### src/rtl/sram_controller.sv
`default_nettype none
// ============================================================================
// Module   : sram_controller
// Purpose  : Sequences fixed-length read/write cycles on one 32-bit async SRAM
//            bank with registered pin outputs; completion is signalled by busy.
// Revision : 1.0 - initial release
// ============================================================================

module sram_controller #(
    parameter int READ_CYCLES = 2,
    parameter int WE_CYCLES   = 1
) (
    input  logic        clk,
    input  logic        rst,
    input  logic        load,
    input  logic        store,
    input  logic [31:0] addr,
    input  logic [31:0] wdata,
    input  logic [3:0]  byte_en,
    output logic [31:0] rdata,
    output logic        busy,
    output logic [19:0] ram_addr,
    output logic [31:0] ram_data_o,
    output logic        ram_data_oe,
    input  logic [31:0] ram_data_i,
    output logic [3:0]  ram_be_n,
    output logic        ram_ce_n,
    output logic        ram_oe_n,
    output logic        ram_we_n
);

    localparam logic [2:0] S_IDLE     = 3'd0;
    localparam logic [2:0] S_READ     = 3'd1;
    localparam logic [2:0] S_WR_SETUP = 3'd2;
    localparam logic [2:0] S_WR_PULSE = 3'd3;
    localparam logic [2:0] S_WR_HOLD  = 3'd4;
    localparam logic [2:0] S_DONE     = 3'd5;

    localparam logic [3:0] C_READ_LOAD = 4'(READ_CYCLES - 1);
    localparam logic [3:0] C_WE_LOAD   = 4'(WE_CYCLES - 1);

    logic [2:0] r_state;
    logic [2:0] w_next_state;
    logic [3:0] r_cnt;
    logic [3:0] w_next_cnt;
    logic       w_req;
    logic       w_latch;
    logic       w_read_done;
    logic       w_next_read;
    logic       w_next_write;
    logic       w_next_pulse;
    logic       w_unused_addr;

    assign w_req         = load | store;
    assign busy          = w_req && (r_state != S_DONE);
    assign w_latch       = (r_state == S_IDLE) && w_req;
    assign w_read_done   = (r_state == S_READ) && (r_cnt == 4'd0);
    assign w_unused_addr = ^{addr[31:22], addr[1:0]};

    always_comb begin
        w_next_state = r_state;
        w_next_cnt   = r_cnt;
        case (r_state)
            S_IDLE: begin
                if (load) begin
                    w_next_state = S_READ;
                    w_next_cnt   = C_READ_LOAD;
                end else if (store) begin
                    w_next_state = S_WR_SETUP;
                end
            end
            S_READ: begin
                if (r_cnt == 4'd0) begin
                    w_next_state = S_DONE;
                end else begin
                    w_next_cnt = r_cnt - 4'd1;
                end
            end
            S_WR_SETUP: begin
                w_next_cnt   = C_WE_LOAD;
                w_next_state = S_WR_PULSE;
            end
            S_WR_PULSE: begin
                if (r_cnt == 4'd0) begin
                    w_next_state = S_WR_HOLD;
                end else begin
                    w_next_cnt = r_cnt - 4'd1;
                end
            end
            S_WR_HOLD: begin
                w_next_state = S_DONE;
            end
            S_DONE: begin
                // A request still held after completion must not re-run
                if (!w_req) begin
                    w_next_state = S_IDLE;
                end
            end
            default: begin
                w_next_state = S_IDLE;
            end
        endcase
    end

    // Pins are decoded from the next state so each edge lands on state entry
    assign w_next_read  = (w_next_state == S_READ);
    assign w_next_pulse = (w_next_state == S_WR_PULSE);
    assign w_next_write = (w_next_state == S_WR_SETUP) || w_next_pulse ||
                          (w_next_state == S_WR_HOLD);

    always_ff @(posedge clk) begin
        if (rst) begin
            r_state     <= S_IDLE;
            r_cnt       <= 4'd0;
            rdata       <= 32'h0;
            ram_addr    <= 20'h0;
            ram_data_o  <= 32'h0;
            ram_data_oe <= 1'b0;
            ram_be_n    <= 4'hF;
            ram_ce_n    <= 1'b1;
            ram_oe_n    <= 1'b1;
            ram_we_n    <= 1'b1;
        end else begin
            r_state     <= w_next_state;
            r_cnt       <= w_next_cnt;
            ram_ce_n    <= !(w_next_read || w_next_write);
            ram_oe_n    <= !w_next_read;
            ram_we_n    <= !w_next_pulse;
            ram_data_oe <= w_next_write;
            if (w_latch) begin
                ram_addr <= addr[21:2];
                ram_be_n <= ~byte_en;
                if (!load) begin
                    ram_data_o <= wdata;
                end
            end
            if (w_read_done) begin
                rdata <= ram_data_i;
            end
        end
    end

endmodule

`default_nettype wire

### config.mk
export PLATFORM = sky130hd
export DESIGN_NAME = sram_controller
export DESIGN_NICKNAME = d
export VERILOG_FILES = /design/src/rtl/sram_controller.sv
export SDC_FILE = /design/constraint.sdc
export NUM_CORES = 1
export LEC_CHECK = 0
export CORE_MARGIN = 2
export CORE_UTILIZATION = 44
export CTS_CLUSTER_DIAMETER = 200
export DETAILED_ROUTE_END_ITERATION = 16
export HOLD_SLACK_MARGIN = 0.06
export PLACE_DENSITY = 0.89
export SLEW_MARGIN = 15
export SYNTH_ARGS = -nofsm -noshare
export SYNTH_HDL_FRONTEND = slang
export SYNTH_SLANG_ARGS = --single-unit
### constraint.sdc
create_clock -name clk -period 2.8 [get_ports clk]
set_input_delay 0.28 -clock clk [delete_from_list [all_inputs] [get_ports clk]]
set_output_delay 0.28 -clock clk [all_outputs]
set_load 0.02 [all_outputs]
==> flow_metrics.py, run 1 <==
metrics = {
    "status": {
        "status": "finished, final reports clean",
    },
    "floorplanning": {
        "core.rowCount": 35,
        "ios": 197,
        "core_area_mm2": 0.00906,
        "start_util_pct": 44.7,
        "dieArea_mm2": 0.00999,
        "die_h_um": 99.9,
        "die_w_um": 99.9,
    },
    "sta": {
        "post-route-min-period_ps": 2190,
        "fin_crit_sh_pct": 78.3,
        "clock_skew_ps": 15.7,
        "maxSlewViolCount": 0,
        "worstMarginPinSlew_ps": 803,
        "setup_viol": 0,
        "slew_headroom_pct": 46.5,
        "setup_tns_ps": 0,
        "hold_viol_final": 0,
        "holdWs_ps": 401,
        "grt_setup_unrepaired": "no",
        "max_clock_freq_ghz": 0.456,
        "setup_ws_ps": 608,
    },
    "hold_path": {
        "holdCritStartpoint": "rst",
        "holdCritPathClass": "in -> reg",
        "holdPathStages": 3,
        "hold_end": "ram_we_n",
    },
    "worst_setup_path": {
        "r2r_start": "r_cnt[0]",
        "r2r_slack_ps": 790,
        "cp_cell_sequence": "inv_1, a31oi_1, clkdlybuf4s50_1",
        "critPathMaxFanout": 11,
        "cp_slowest_cell": "clkdlybuf4s50_1",
        "startpoint_type": "flop",
        "cp.required_ps": 2520,
        "path_class": "reg -> out",
        "crit_arrival_ps": 1910,
        "timing.rr.end": "rdata[10]",
        "ff2ff_path_depth": 6,
        "end_kind": "primary output",
        "max_stage_delay_ps": 640,
    },
    "cts": {
        "postCtsHoldBufs": 0,
        "tritoncts": "yes",
        "htree_levels": 3,
        "ctsResizeCount": 0,
        "ctsRootBufferMaster": "clkbuf_8",
        "worstSkewPairLatency_ps": 360,
        "path_clk_slew_ps": 90,
        "max-clock-path-buffers": 2,
        "cts_setup_buffers": 0,
        "cts_sinks": 99,
        "cts_buffers": 9,
    },
    "global_routing": {
        "grt_usage_pct": 22.5,
        "grt_pass1_vias": 3901,
        "grt_antenna_before_repair": 0,
        "met1_usage_pct": 26.1,
        "gr-usage-met2_pct": 39.2,
        "busiest_layer": "met2",
        "grt_pass1_wl_mm": 18.2,
        "use_met3_pct": 6.13,
        "grt_max_degree": 57,
        "grt-ovfl-total": 0,
    },
    "detailed_routing": {
        "vias": 3916,
        "antenna_left": 0,
        "drcViolationCount": 0,
        "drt-total-wl_mm": 11.4,
        "drt_first_iter_violations": 107,
        "drt-wirelength-per-cell_um": 15.6,
        "drtPass1Iterations": 4,
        "viasPerCell": 5.33,
    },
    "logic_synthesis": {
        "ys_seq_elements": 99,
        "ys_types": 42,
        "ys_seq_area_share_pct": 48.9,
        "synth.top_cell.area_share_pct": 48.9,
        "synth.avg_cell_area_um2": 8.82,
        "ys_warn_count": 0,
        "synth_edf_count": 0,
        "syn_nets": 565,
        "synth_top_area_cell": "dfxtp_1",
        "yosys-top-cells-area": "dfxtp_1 (49%), mux2i_1 (8.4%), a21oi_1 (6.9%)",
        "syn_inst": 459,
        "synth_ff_type": "dfxtp_1",
        "synth_most_common_cell": "dfxtp_1",
        "synthesis.area_mm2": 0.00405,
        "async_reset_ff_share_pct": 0,
        "synth_common_cells": "dfxtp_1 (99), nand2_1 (66), a21oi_1 (56), nand3_1 (53), o21ai_1 (44)",
    },
    "pwr": {
        "p_per_area_mw_per_mm2": 759,
        "p_leak_nw": 2.17,
        "vdd_drop_max_mv": 0.361,
    },
    "placed_design": {
        "io_buffers": 184,
        "hpwl_mm": 7.88,
        "place_ws_ps": 678,
        "finalWeightedCongestion": 0.756,
    },
    "flow_run": {
        "cap_violations": 0,
    },
    "cells_and_area": {
        "drive_above_1_share_pct": 5.77,
        "area_growth_pct": 50.3,
        "nets": 726,
        "antenna_cells": 0,
    },
}
==> routing by layer <==
metal  share of wire, %  up-vias
met5                  0        -
met4                2.6        0
met3                5.8       26
met2                 51      130
met1                 41     1842
li1                   -     1918
==> cells in the final DEF, fill, tap and decap left out, types with 2 or more instances in the layout <==
master and n:
buf_12 2, bufinv_16 2, o211ai_1 5, nand3_1 53
clkbuf_8 10, ha_1 2, a21oi_1 56, nand2b_1 2
nand3b_1 2, mux2i_1 34, nor2_1 4, o31ai_1 2
inv_1 5, dfxtp_1 99, o311ai_0 4, nand2_1 66
buf_4 8, clkdlybuf4s50_1 183, o21ai_1 44, clkinv_4 2
inv_2 2, o21ai_0 14, nor3_1 2
==> area by class of cell <==
class	count	area (um2)
clock buffer	10	138
clock inverter	5	86.3
fill	742	2980
inverter	7	26.3
multi-input combinational	309	1780
sequential	99	1980
tap	111	139
timing repair buffer	194	1940
==> worst max-delay path, delay by kind of cell (launching register included) <==
kind,cells,cell delay [ps]
buf+inv,2,790
flops,1,620
compound gates,1,160
==> sequential cells by signal, summed over array words and instances (netlist names) <==
signal / count
r_state: 3
ram_we_n: 1
ram_data_oe: 1
r_cnt: 4
rdata: 32
ram_ce_n: 1
ram_oe_n: 1
ram_be_n: 4
ram_addr: 20
ram_data_o: 32
==> cells by family (layout without fill, tap and decap cells) <==
logic type | Yosys count | after routing | synth area share [%]
AOI/OAI and AO/OA | 130 | 130 | 17.2
adders and majority gates | 2 | 2 | 0.618
buffers and inverters | 51 | 216 | 7.26
DFF | 99 | 99 | 48.9
muxes | 34 | 34 | 8.41
and+or+nand+nor | 143 | 143 | 17.5
==> power breakdown <==
part	switching (W)	internal, W	leakage [nW]
clock network	0.000497	0.000530	0.113
logic	0.000971	0.000832	1.24
registers	0.000140	0.00165	0.809
total	0.00161	0.00301	2.17
==> worst max path at each step <==
stage / start / end / cells past startpoint
4_1_cts: r_state[1] / busy / 3
2_1_floorplan: r_cnt[0] / rdata[10] / 6
3_5_place_dp: load / ram_be_n[1] / 4
3_3_place_gp: load / busy / 4
6_report: r_state[1] / busy / 3
5_1_grt: r_state[1] / busy / 3
==> through the flow <==
stage,cells,total power [W],util (%),cell area [um2]
final,735,0.00462,67.1,6080
after CTS,735,0.00465,67.1,6080
after global routing,735,0.00486,67.1,6080
after global placement,720,0.00354,64.7,5860
after detailed placement,720,0.00362,64.7,5860
after floorplan,459,0.00290,-,4050
Power figures use the tool's default switching activity.
==> run 2, diff against run 1 <==
--- a/config.mk
+++ b/config.mk
@@ -6,11 +6,11 @@
 export NUM_CORES = 1
 export LEC_CHECK = 0
 export CORE_MARGIN = 2
-export CORE_UTILIZATION = 44
+export CORE_UTILIZATION = 41
 export CTS_CLUSTER_DIAMETER = 200
 export DETAILED_ROUTE_END_ITERATION = 16
 export HOLD_SLACK_MARGIN = 0.06
-export PLACE_DENSITY = 0.89
+export PLACE_DENSITY = 0.84
 export SLEW_MARGIN = 15
 export SYNTH_ARGS = -nofsm -noshare
 export SYNTH_HDL_FRONTEND = slang
==> constraint.sdc (replaced) <==
create_clock -name clk -period 2.25 [get_ports clk]
set_input_delay 0.225 -clock clk [delete_from_list [all_inputs] [get_ports clk]]
set_output_delay 0.225 -clock clk [all_outputs]
set_load 0.02 [all_outputs]
==> flow_metrics.py, run 2 (same netlist as run 1, synthesis figures left out) <==
metrics = {
    "global_routing": {
        "grt_pass1_wl_mm": 17.5,
        "grt-ovfl-total": 0,
        "grt_antenna_before_repair": 0,
        "grt_usage_pct": 20.8,
        "grt_pass1_vias": 3592,
        "grt_max_degree": 44,
    },
    "hold_path": {
        "holdCritPathClass": "in -> reg",
        "holdPathStages": 2,
        "hold_end": "ram_data_o[2]",
        "holdCritStartpoint": "rst",
    },
    "detailed_routing": {
        "vias": 3949,
        "drt-total-wl_mm": 11.5,
        "drcViolationCount": 0,
        "drt_first_iter_violations": 206,
        "antenna_left": 0,
        "viasPerCell": 5.18,
        "drt-wirelength-per-cell_um": 15.0,
        "drtPass1Iterations": 5,
    },
    "cells_and_area": {
        "final_cell_mix": "clkdlybuf4s50_1 (183), dfxtp_1 (99), nand2_1 (66)",
        "antenna_cells": 0,
        "layout_commonest_cell": "clkdlybuf4s50_1",
        "area_growth_pct": 50.9,
        "drive_above_1_share_pct": 6.51,
        "nets": 731,
        "top_regs": "ram_data_o: 32 flops, rdata: 32 flops, ram_addr: 20 flops",
        "fin_util_pct": 63.1,
    },
    "worst_setup_path": {
        "r2r_slack_ps": 250,
        "r2r_start": "r_cnt[0]",
        "cp.required_ps": 2530,
        "crit_arrival_ps": 2280,
        "end_kind": "flop",
        "max_stage_delay_ps": 470,
        "startpoint_type": "flop",
        "cp_cell_sequence": "inv_1, ha_1, nor3b_2, nor4b_4, buf_12, mux2i_1",
        "ff2ff_path_depth": 6,
        "critPathMaxFanout": 29,
        "timing.rr.end": "rdata[11]",
        "cp_slowest_cell": "nor4b_4",
        "path_class": "reg -> reg",
    },
    "cts": {
        "max-clock-path-buffers": 2,
        "ctsRootBufferMaster": "clkbuf_8",
        "tritoncts": "yes",
        "cts_setup_buffers": 0,
        "cts_sinks": 99,
        "worstSkewPairLatency_ps": 350,
        "ctsResizeCount": 0,
        "cts_buffers": 9,
        "htree_levels": 3,
        "postCtsHoldBufs": 0,
        "path_clk_slew_ps": 100,
    },
    "pwr": {
        "p_leak_nw": 2.15,
        "power_w": 0.00551,
        "vdd_drop_max_mv": 0.472,
        "p_per_area_mw_per_mm2": 902,
    },
    "floorplanning": {
        "die_w_um": 103,
        "dieArea_mm2": 0.0107,
        "core.rowCount": 36,
        "start_util_pct": 41.8,
        "die_h_um": 103,
        "ios": 197,
        "core_area_mm2": 0.00968,
    },
    "placed_design": {
        "hpwl_mm": 8.18,
        "finalWeightedCongestion": 0.831,
        "io_buffers": 184,
        "place_ws_ps": 211,
    },
    "sta": {
        "worstMarginPinSlew_ps": 744,
        "slew_headroom_pct": 50.4,
        "post-route-min-period_ps": 2000,
        "grt_setup_unrepaired": "no",
        "clock_skew_ps": 7.24,
        "setup_tns_ps": 0,
        "hold_viol_final": 0,
        "maxSlewViolCount": 0,
        "fin_crit_sh_pct": 88.8,
        "holdWs_ps": 252,
        "setup_ws_ps": 253,
        "max_clock_freq_ghz": 0.501,
        "setup_viol": 0,
    },
    "status": {
        "status": "finished, final reports clean",
    },
    "flow_run": {
        "cap_violations": 0,
    },
}
run 2: layout make-up:
type | count | area, um2
clock buffers | 10 | 128
clock inverters | 6 | 42.5
fillers | 830 | 3580
inverters | 7 | 26.3
multi-input cells | 309 | 1780
flip-flops and latches | 99 | 1980
well taps | 133 | 166
repair buffers | 199 | 1990
run 2: layer usage:
metal	routed length (um)	share of wire [%]	vias to the layer above	track usage, %
met1	4640	41	1867	25.7
met4	183	1.6	0	6.78
met3	826	7.2	13	6.18
li1	-	-	1931	-
met2	5800	51	138	34.9
met5	0	0	-	0
run 2: critical path: cells and delay by family (launching register included):
kind	cells	cell delay (ps)
buf+inv	2	400
fa+ha+maj	1	170
flops	1	340
simple gates	2	740
mux	1	240
run 2: where the power goes:
part | switching [W] | internal, W | total (W)
sequential | 0.000156 | 0.00205 | 0.00220
clock | 0.000629 | 0.000401 | 0.00103
combinational | 0.00122 | 0.00105 | 0.00228
total | 0.00201 | 0.00350 | 0.00551
run 2: worst max path at each step:
| stage | slack [ps] | endpoint | startpoint |
|---|---|---|---|
| floorplan | 700 | rdata[10] | r_cnt[0] |
| global placement | 300 | ram_be_n[1] | load |
| detailed placement | 210 | ram_be_n[3] | load |
| CTS | 250 | rdata[11] | r_cnt[0] |
| global route | 140 | rdata[20] | r_cnt[0] |
| finish | 250 | rdata[11] | r_cnt[0] |
run 2: through the flow:
step	instances	cell area, um2
CTS	763	6110
global route	763	6110
floorplan	459	4050
global placement	747	5940
detailed placement	747	5940
finish	763	6110
